[config.mk]
export PLATFORM = sky130hd
export DESIGN_NAME = i2c_eeprom_slave
export DESIGN_NICKNAME = d
export VERILOG_FILES = /design/src/rtl/i2c_eeprom_slave.sv
export SDC_FILE = /design/constraint.sdc
export NUM_CORES = 2
export LEC_CHECK = 0
export CORE_ASPECT_RATIO = 0.75
export CORE_MARGIN = 2
export CORE_UTILIZATION = 35
export CTS_CLUSTER_DIAMETER = 50
export DETAILED_ROUTE_END_ITERATION = 12
export SETUP_SLACK_MARGIN = 0.5
export SYNTH_ARGS = -nofsm -noshare
export SYNTH_HDL_FRONTEND = slang
export SYNTH_SLANG_ARGS = --single-unit
[constraint.sdc]
create_clock -name clk -period 6.4 [get_ports clk]
set_input_delay 0.96 -clock clk [delete_from_list [all_inputs] [get_ports clk]]
set_output_delay 0.96 -clock clk [all_outputs]
set_load 0.02 [all_outputs]
[src/rtl/i2c_eeprom_slave.sv]
// I2C slave with a byte-addressed internal memory (two address bytes, sequential read/write).
// Optional write protect input is added when I2C_SLV_WR_PROTECT_EN is defined.
module i2c_eeprom_slave #(
  parameter logic [6:0] DEV_ADDR = 7'b1010000,
  parameter int         MEM_AW   = 8
) (
  input  logic              clk,
  input  logic              rst,
  input  logic              scl_i,
  input  logic              sda_i,
`ifdef I2C_SLV_WR_PROTECT_EN
  input  logic              wp,
`endif
  output logic              sda_oe,
  output logic              busy,
  output logic              wr_done,
  output logic [MEM_AW-1:0] cur_addr
);

  localparam logic [MEM_AW-1:0] ADDR_ONE = {{(MEM_AW-1){1'b0}}, 1'b1};

  typedef enum logic [3:0] {
    IDLE, DEV, DEV_ACK, ADDRH, ADDRH_ACK, ADDRL, ADDRL_ACK,
    WR_DAT, WR_ACK, RD_DAT, RD_ACK
  } state_t;

  state_t state_reg, state_next;

  // bit 0 = SCL, bit 1 = SDA
  logic [1:0] meta_reg, sync_reg, prev_reg;

  logic [3:0]        bit_cnt_reg, bit_cnt_next;
  logic [7:0]        shift_reg, shift_next;
  logic [7:0]        tx_reg, tx_next;
  logic              mack_reg, mack_next;
  logic              sda_oe_reg, sda_oe_next;
  logic              busy_reg, busy_next;
  logic              wr_done_reg, wr_done_next;
  logic [MEM_AW-1:0] addr_reg, addr_next;
  logic [MEM_AW-1:0] addr_load;
  logic              mem_we;
  logic              wr_en;
  logic [7:0]        rd_data_reg;
  logic [7:0]        mem [0:(1<<MEM_AW)-1];

  logic scl_s, scl_p, sda_s, sda_p;
  logic scl_rise, scl_fall, start_det, stop_det;
  logic rx_bit, byte_done;
  logic [2:0] tx_idx;

  always_ff @(posedge clk) begin
    if (rst) begin
      meta_reg <= 2'b11;
      sync_reg <= 2'b11;
      prev_reg <= 2'b11;
    end else begin
      meta_reg <= {sda_i, scl_i};
      sync_reg <= meta_reg;
      prev_reg <= sync_reg;
    end
  end

  assign scl_s     = sync_reg[0];
  assign scl_p     = prev_reg[0];
  assign sda_s     = sync_reg[1];
  assign sda_p     = prev_reg[1];
  assign scl_rise  = scl_s & ~scl_p;
  assign scl_fall  = ~scl_s & scl_p;
  assign start_det = scl_s & scl_p & sda_p & ~sda_s;
  assign stop_det  = scl_s & scl_p & ~sda_p & sda_s;

  // A data bit arrives on each of the first eight rises; the byte is acted on at the 8th fall.
  assign rx_bit    = scl_rise && (bit_cnt_reg != 4'd8);
  assign byte_done = scl_fall && (bit_cnt_reg == 4'd8);
  assign tx_idx    = 3'd7 - bit_cnt_reg[2:0];

`ifdef I2C_SLV_WR_PROTECT_EN
  assign wr_en = ~wp;
`else
  assign wr_en = 1'b1;
`endif

  // The high address byte only matters when the memory is deeper than 256 bytes.
  generate
    if (MEM_AW > 8) begin : g_addr_hi
      logic [MEM_AW-9:0] addrh_reg;
      always_ff @(posedge clk) begin
        if (rst) begin
          addrh_reg <= '0;
        end else if (state_reg == ADDRH && byte_done) begin
          addrh_reg <= shift_reg[MEM_AW-9:0];
        end
      end
      assign addr_load = {addrh_reg, shift_reg};
    end else begin : g_addr_lo
      assign addr_load = shift_reg[MEM_AW-1:0];
    end
  endgenerate

  always_ff @(posedge clk) begin
    if (rst) begin
      state_reg   <= IDLE;
      bit_cnt_reg <= 4'd0;
      shift_reg   <= 8'd0;
      tx_reg      <= 8'd0;
      mack_reg    <= 1'b0;
      sda_oe_reg  <= 1'b0;
      busy_reg    <= 1'b0;
      wr_done_reg <= 1'b0;
      addr_reg    <= '0;
    end else begin
      state_reg   <= state_next;
      bit_cnt_reg <= bit_cnt_next;
      shift_reg   <= shift_next;
      tx_reg      <= tx_next;
      mack_reg    <= mack_next;
      sda_oe_reg  <= sda_oe_next;
      busy_reg    <= busy_next;
      wr_done_reg <= wr_done_next;
      addr_reg    <= addr_next;
    end
  end

  // Contents survive reset; read port is registered and tracks the pointer every cycle.
  always_ff @(posedge clk) begin
    if (mem_we) begin
      mem[addr_reg] <= shift_reg;
    end
    rd_data_reg <= mem[addr_reg];
  end

  always_comb begin
    state_next   = state_reg;
    bit_cnt_next = bit_cnt_reg;
    shift_next   = shift_reg;
    tx_next      = tx_reg;
    mack_next    = mack_reg;
    sda_oe_next  = sda_oe_reg;
    busy_next    = busy_reg;
    wr_done_next = 1'b0;
    addr_next    = addr_reg;
    mem_we       = 1'b0;

    if (stop_det) begin
      state_next   = IDLE;
      sda_oe_next  = 1'b0;
      busy_next    = 1'b0;
      bit_cnt_next = 4'd0;
    end else if (start_det) begin
      state_next   = DEV;
      sda_oe_next  = 1'b0;
      bit_cnt_next = 4'd0;
    end else begin
      case (state_reg)
        DEV, ADDRH, ADDRL, WR_DAT: begin
          if (rx_bit) begin
            shift_next   = {shift_reg[6:0], sda_s};
            bit_cnt_next = bit_cnt_reg + 4'd1;
          end else if (byte_done) begin
            bit_cnt_next = 4'd0;
            case (state_reg)
              DEV: begin
                if (shift_reg[7:1] == DEV_ADDR) begin
                  state_next  = DEV_ACK;
                  sda_oe_next = 1'b1;
                  busy_next   = 1'b1;
                end else begin
                  state_next  = IDLE;
                  sda_oe_next = 1'b0;
                end
              end
              ADDRH: begin
                state_next  = ADDRH_ACK;
                sda_oe_next = 1'b1;
              end
              ADDRL: begin
                state_next  = ADDRL_ACK;
                sda_oe_next = 1'b1;
              end
              default: begin
                state_next   = WR_ACK;
                addr_next    = addr_reg + ADDR_ONE;
                sda_oe_next  = wr_en;
                mem_we       = wr_en;
                wr_done_next = wr_en;
              end
            endcase
          end
        end

        DEV_ACK: begin
          if (scl_fall) begin
            if (shift_reg[0]) begin
              state_next  = RD_DAT;
              tx_next     = rd_data_reg;
              sda_oe_next = ~rd_data_reg[7];
            end else begin
              state_next  = ADDRH;
              sda_oe_next = 1'b0;
            end
          end
        end

        ADDRH_ACK: begin
          if (scl_fall) begin
            state_next  = ADDRL;
            sda_oe_next = 1'b0;
          end
        end

        ADDRL_ACK: begin
          if (scl_fall) begin
            state_next  = WR_DAT;
            sda_oe_next = 1'b0;
            addr_next   = addr_load;
          end
        end

        WR_ACK: begin
          if (scl_fall) begin
            state_next  = WR_DAT;
            sda_oe_next = 1'b0;
          end
        end

        RD_DAT: begin
          if (rx_bit) begin
            bit_cnt_next = bit_cnt_reg + 4'd1;
          end else if (byte_done) begin
            state_next   = RD_ACK;
            bit_cnt_next = 4'd0;
            sda_oe_next  = 1'b0;
            mack_next    = 1'b0;
            addr_next    = addr_reg + ADDR_ONE;
          end else if (scl_fall && bit_cnt_reg != 4'd0) begin
            sda_oe_next = ~tx_reg[tx_idx];
          end
        end

        RD_ACK: begin
          // Master ACK is remembered at the 9th rise; the next byte starts on the 9th fall.
          if (scl_rise) begin
            if (sda_s) begin
              state_next = IDLE;
            end else begin
              mack_next = 1'b1;
            end
          end else if (scl_fall && mack_reg) begin
            state_next  = RD_DAT;
            mack_next   = 1'b0;
            tx_next     = rd_data_reg;
            sda_oe_next = ~rd_data_reg[7];
          end
        end

        default: begin
          state_next = IDLE;
        end
      endcase
    end
  end

  assign sda_oe   = sda_oe_reg;
  assign busy     = busy_reg;
  assign wr_done  = wr_done_reg;
  assign cur_addr = addr_reg;

endmodule

Word level (Yosys, flattened, before mapping):

Memory sizes are Yosys's and may differ from the RTL's. A register that Yosys moved wholly into a read port is not among the register bits.
Cells that the tools add are included.

* register bits: 42
* RAM bits: 2048
* input bits: 4
* output and inout bits: 11
* word-level logic and storage cells: 157
* memories: 1

Memory list
* mem: depth 256, bits a word 8, read ports 1, clocked after memory_dff 1, wr ports 1, RTL line 44 `logic [7:0] mem [0:(1<<MEM_AW)-1];`

* add/sub/neg operators: 3
* $lt $le $gt $ge: 1
* equal/unequal tests: 39
* mux-type cells: 58
* bitwise logic cells: 16
* reductions and logical operators: 26

Operators with widths (number)
* $mux W8: 10
* $mux W4: 13
* $reduce_and A9 Y1: 4
* $ne A3 B3 Y1 const B: 10
* $mux W1: 27
* $pmux W4 S6: 1
* $pmux W8 S3: 1
* $ne A2 B2 Y1 const B: 11
* $eq A4 B3 Y1 const B: 4
* $eq A4 B4 Y1 const B: 4
* $pmux W8 S2: 1
* $reduce_and A7 Y1: 2
* $ne A4 B4 Y1 const B: 3
* $pmux W4 S3: 1
* $not A1 Y1: 9
* $reduce_or A3 Y1: 3
* $add A8 B1 Y8 const B: 1
* $eq A4 B2 Y1 const B: 2
* $and A1 B1 Y1: 7
* $eq A7 B7 Y1 const B: 1
* $reduce_and A6 Y1: 1
* $reduce_bool A2 Y1: 3
* $pmux W1 S5: 1
* $reduce_bool A5 Y1: 1
* other kinds (17): 22

Depth between registers and ports, before layout:

* word-level depth: 10
* gate-level depth with buffers: 10

Worst setup path after synthesis:

No wires, ideal clock.

* path type: register to register
* from: register shift_reg[5], in the netlist addr_load[5]
* to: register state_reg[1]
* arrival: 4.828 ns
* data required time: 6.334 ns
* slack: 1.506 ns
* stages on the path, launching flop included: 7
* clock period less this slack: 4.894 ns
* path through: dfxtp_1 -> nor4b_1 -> a31oi_1 -> o31a_1 -> o21ai_0 -> a22oi_1 -> nor2_1

* cells in the longest elaborated chain, start to end: 6

RTL lines
* start, declared: RTL line 33 `logic [7:0] shift_reg, shift_next;`
* start signal, assigned: RTL line 114 `shift_reg <= shift_next;`
* $eq A7 B7 Y1: RTL line 163 `if (shift_reg[7:1] == DEV_ADDR) begin`
* $mux W2: RTL line 163
* $pmux W4 S3: RTL line 161 `case (state_reg)`
* $mux W4: RTL line 159 `end else if (byte_done) begin`
* $mux W4: RTL line 156 `if (rx_bit) begin`
* $pmux W4 S6: RTL line 154 `case (state_reg)`
* end signal, assigned: RTL line 112 `state_reg <= state_next;`
* end, declared: RTL line 27 `state_t state_reg, state_next;`

Every way passes these cells. The select of a mux whose other input is x is not followed.
A chain may end at the register's enable or synchronous reset.

==> results.toml <==
[route]
avgRoutedWirePerCell_microns = 28.3
final_antenna_net_count = 0
drt_iter0_markers = 5968
drt-vias-per-instance = 5.59
drc = 0
drt_first_pass_iters = 5
routed_wl_microns = 201000
vias = 39700

[final_layout]
nFillCells = 20300
layout.nets = 3882
syn_to_final_growth_pct = 12.2
regMostFlops = "mem"
largest_reg_flops = 2048
multi_input_area_sq_mm = 0.0171
drive_gt1_share_pct = 21.9
regArea_sq_mm = 0.0625
stdcell_count = 7102

[yosys]
muxShareOfSynthArea_pct = 14.5
synth_compound_area_share_pct = 3.87
synth_cell_types = 50
yosys_warnings = 0
synth_nets = 3847
synthArstFlopShare_pct = 0
yosysSeqAreaShare_pct = 77.5
synth_top_area_share_pct = 76.3
ys_top_cells_by_count = "2,048 x edfxtp_1, 514 x mux4_2, 291 x nor2_1"
synth-simple-area-share_pct = 2.61
synth-seq-cells = 2098
yosys.area_share.adder_pct = 0.0931
synth_area_per_cell_sq_um = 21.0
netlist_instances = 3837
synth-xor-area-share_pct = 0.0109
yosysMostFrequentCell = "edfxtp_1"
synth_edf_count = 2048
synth_area_leaders = "edfxtp_1 76%, mux4_2 14%, a22oi_1 2.4%, nor2_1 1.4%, dfxtp_1 1.2%"
ys.flop_type = "edfxtp_1"
synth.largest_area_cell = "edfxtp_1"
synth_top_family_by_area = "multiplexers"
netlist_area_sq_mm = 0.0806

[worst_setup_path]
path_max_fanout = 66
endpoint_kind = "flop"
crit_start = "cur_addr[0]$_SDFFE_PP0P_"
r2r_start = "cur_addr[0]$_SDFFE_PP0P_"
worstPathCellList = "buf_12, mux4_2, a22oi_1, a21oi_1, nor4_1, o22ai_1, or2_1"
critPathArrivalTime_ps = 5340
slowest_delay_ps = 940
path_class = "reg -> reg"
slowest_stage = "dfxtp_4"
startpoint_type = "flop"
worstPathRequired_ps = 7120

[clocking]
clkSlewWorstSetupHoldPaths_ps = 70
post_cts_resize_count = 0
clk_latency_ps = 860
clockBufferDepth = 4
cts_tree = "done"
post_cts_buffers = 0
cts.sinks = 2098
cts_buffers = 192
h-tree-depth = 4
hold_buffers = 0
cts-root-buf = "clkbuf_16"

[timing]
setup-violations-final = 0
period_minus_slack_ps = 4620
setup_tns_ps = 0
hold-worst-slack_ps = 430
post-route-period-util_pct = 72.2
grt_setup_unrepaired = "false"
finalHoldViolations = 0
worst_pin_slew_ps = 1270
report.final.slew_viol_count = 0
slew_headroom_pct = 15.1
clock.fmax_mhz = 216
clock_skew_ps = 37.8

[place]
dp_hpwl_microns = 115000
numPortBuffers = 14
place_inst = 6758
place_congestion = 0.833

[grt]
grt_util_all_layers_pct = 17.0
grt_overflow = 0
antenna_found_initial = 11
grt_max_degree = 186
grt_pass1_vias = 38800
grt_pass1_wl_microns = 289000

[hold_path]
hp-start = "meta_reg[0]$_SDFF_PP1_"
hold_path_class = "reg -> reg"

[floorplan]
num_io_pins = 15
initial_core_util_pct = 35.2
die_h_microns = 420
die_w_microns = 558
die-area_sq_mm = 0.234
rows = 152
core-area_sq_mm = 0.229

[power_and_ir_drop]
finalPower_mw = 26.1
power_density_mw_per_mm2 = 289
ir_drop_mv = 0.255
p_leak_nw = 26.8

[run_status]
status = "complete, no violations"

[run]
max_cap_violations = 0
area by class of cell:
| class | count | area share, % |
|---|---|---|
| repair buffers | 84 | 1.10 |
| flip-flops and latches | 2098 | 69.1 |
| well taps | 3080 | 4.26 |
| diodes | 1 | 0.00277 |
| clock buffers | 245 | 5.62 |
| inverters | 9 | 0.0373 |
| clock inverters | 98 | 0.983 |
| multi-input cells | 1487 | 18.9 |
worst paths after layout:
kind	to	depth (start not counted)	slack [ps]
setup / recovery	rd_data_reg[0]$_DFF_P_	7	1780
hold / removal	sync_reg[0]$_SDFF_PP1_	1	430
setup reg to reg	rd_data_reg[0]$_DFF_P_	7	1780
hold reg to reg	sync_reg[0]$_SDFF_PP1_	1	430
layer usage:
layer	GRT usage (%)	share of wire, %	up-vias
li1	-	-	16100
met1	26.4	44	21200
met2	23.6	43	2010
met3	4.43	11	286
met4	3.89	2.1	2
met5	0	0.091	-
worst max-delay path: cells and delay by family (launching register included):
family	cells	cell delay [ps]
and+or+nand+nor	2	1180
AOI/OAI and AO/OA	3	1100
buffers and inverters	1	490
DFF	1	940
muxes	1	580
where the power goes:
group	switching, mW	internal, mW	leakage, nW	total (mW)
Combinational	0.0181	0.00819	4.47	0.0263
Clock	4.99	6.26	2.92	11.2
Sequential	0.00380	14.8	19.4	14.8
layout by cell type (no fill, tap or decap), types with 9 or more instances in the layout:
| cell | netlist | final |
|---|---|---|
| nor2b_1 | 12 | 10 |
| o21ai_0 | 16 | 16 |
| a21oi_1 | 154 | 154 |
| nand3_1 | 27 | 26 |
| bufinv_16 | 0 | 16 |
| nand2_1 | 59 | 43 |
| edfxtp_1 | 2048 | 2048 |
| nand2_2 | 0 | 16 |
| clkbuf_16 | 0 | 195 |
| nor2_1 | 291 | 290 |
| a22oi_1 | 258 | 258 |
| dfxtp_4 | 0 | 10 |
| dfxtp_1 | 50 | 40 |
| o22ai_1 | 20 | 20 |
| or2_2 | 10 | 10 |
| clkbuf_1 | 142 | 48 |
| clkinv_2 | 0 | 27 |
| buf_4 | 15 | 44 |
| inv_1 | 9 | 9 |
| clkinv_1 | 0 | 44 |
| mux2i_1 | 10 | 10 |
| clkdlybuf4s50_1 | 0 | 14 |
| mux4_2 | 514 | 514 |
| nor4_1 | 35 | 35 |
| buf_12 | 0 | 26 |
logic make-up (layout without fill, tap and decap cells):
group | count (synthesis) | count (layout)
other | 0 | 1
muxes | 524 | 524
xor gates and xnor gates | 1 | 1
adders and majority gates | 6 | 6
buffers and inverters | 252 | 436
and+or+nand+nor | 482 | 482
DFF | 2098 | 2098
AOI/OAI and AO/OA | 474 | 474
stage by stage:
stage | instance area (sq um) | utilization, % | worst slack, ps
2_1_floorplan | 80600 | - | 1510
3_3_place_gp | 84500 | 36.9 | 1840
3_5_place_dp | 84500 | 36.9 | 1860
4_1_cts | 90500 | 39.5 | 1870
5_1_grt | 90500 | 39.5 | 1630
6_report | 90500 | 39.5 | 1780
No activity file was read; power rests on OpenSTA's default activity.
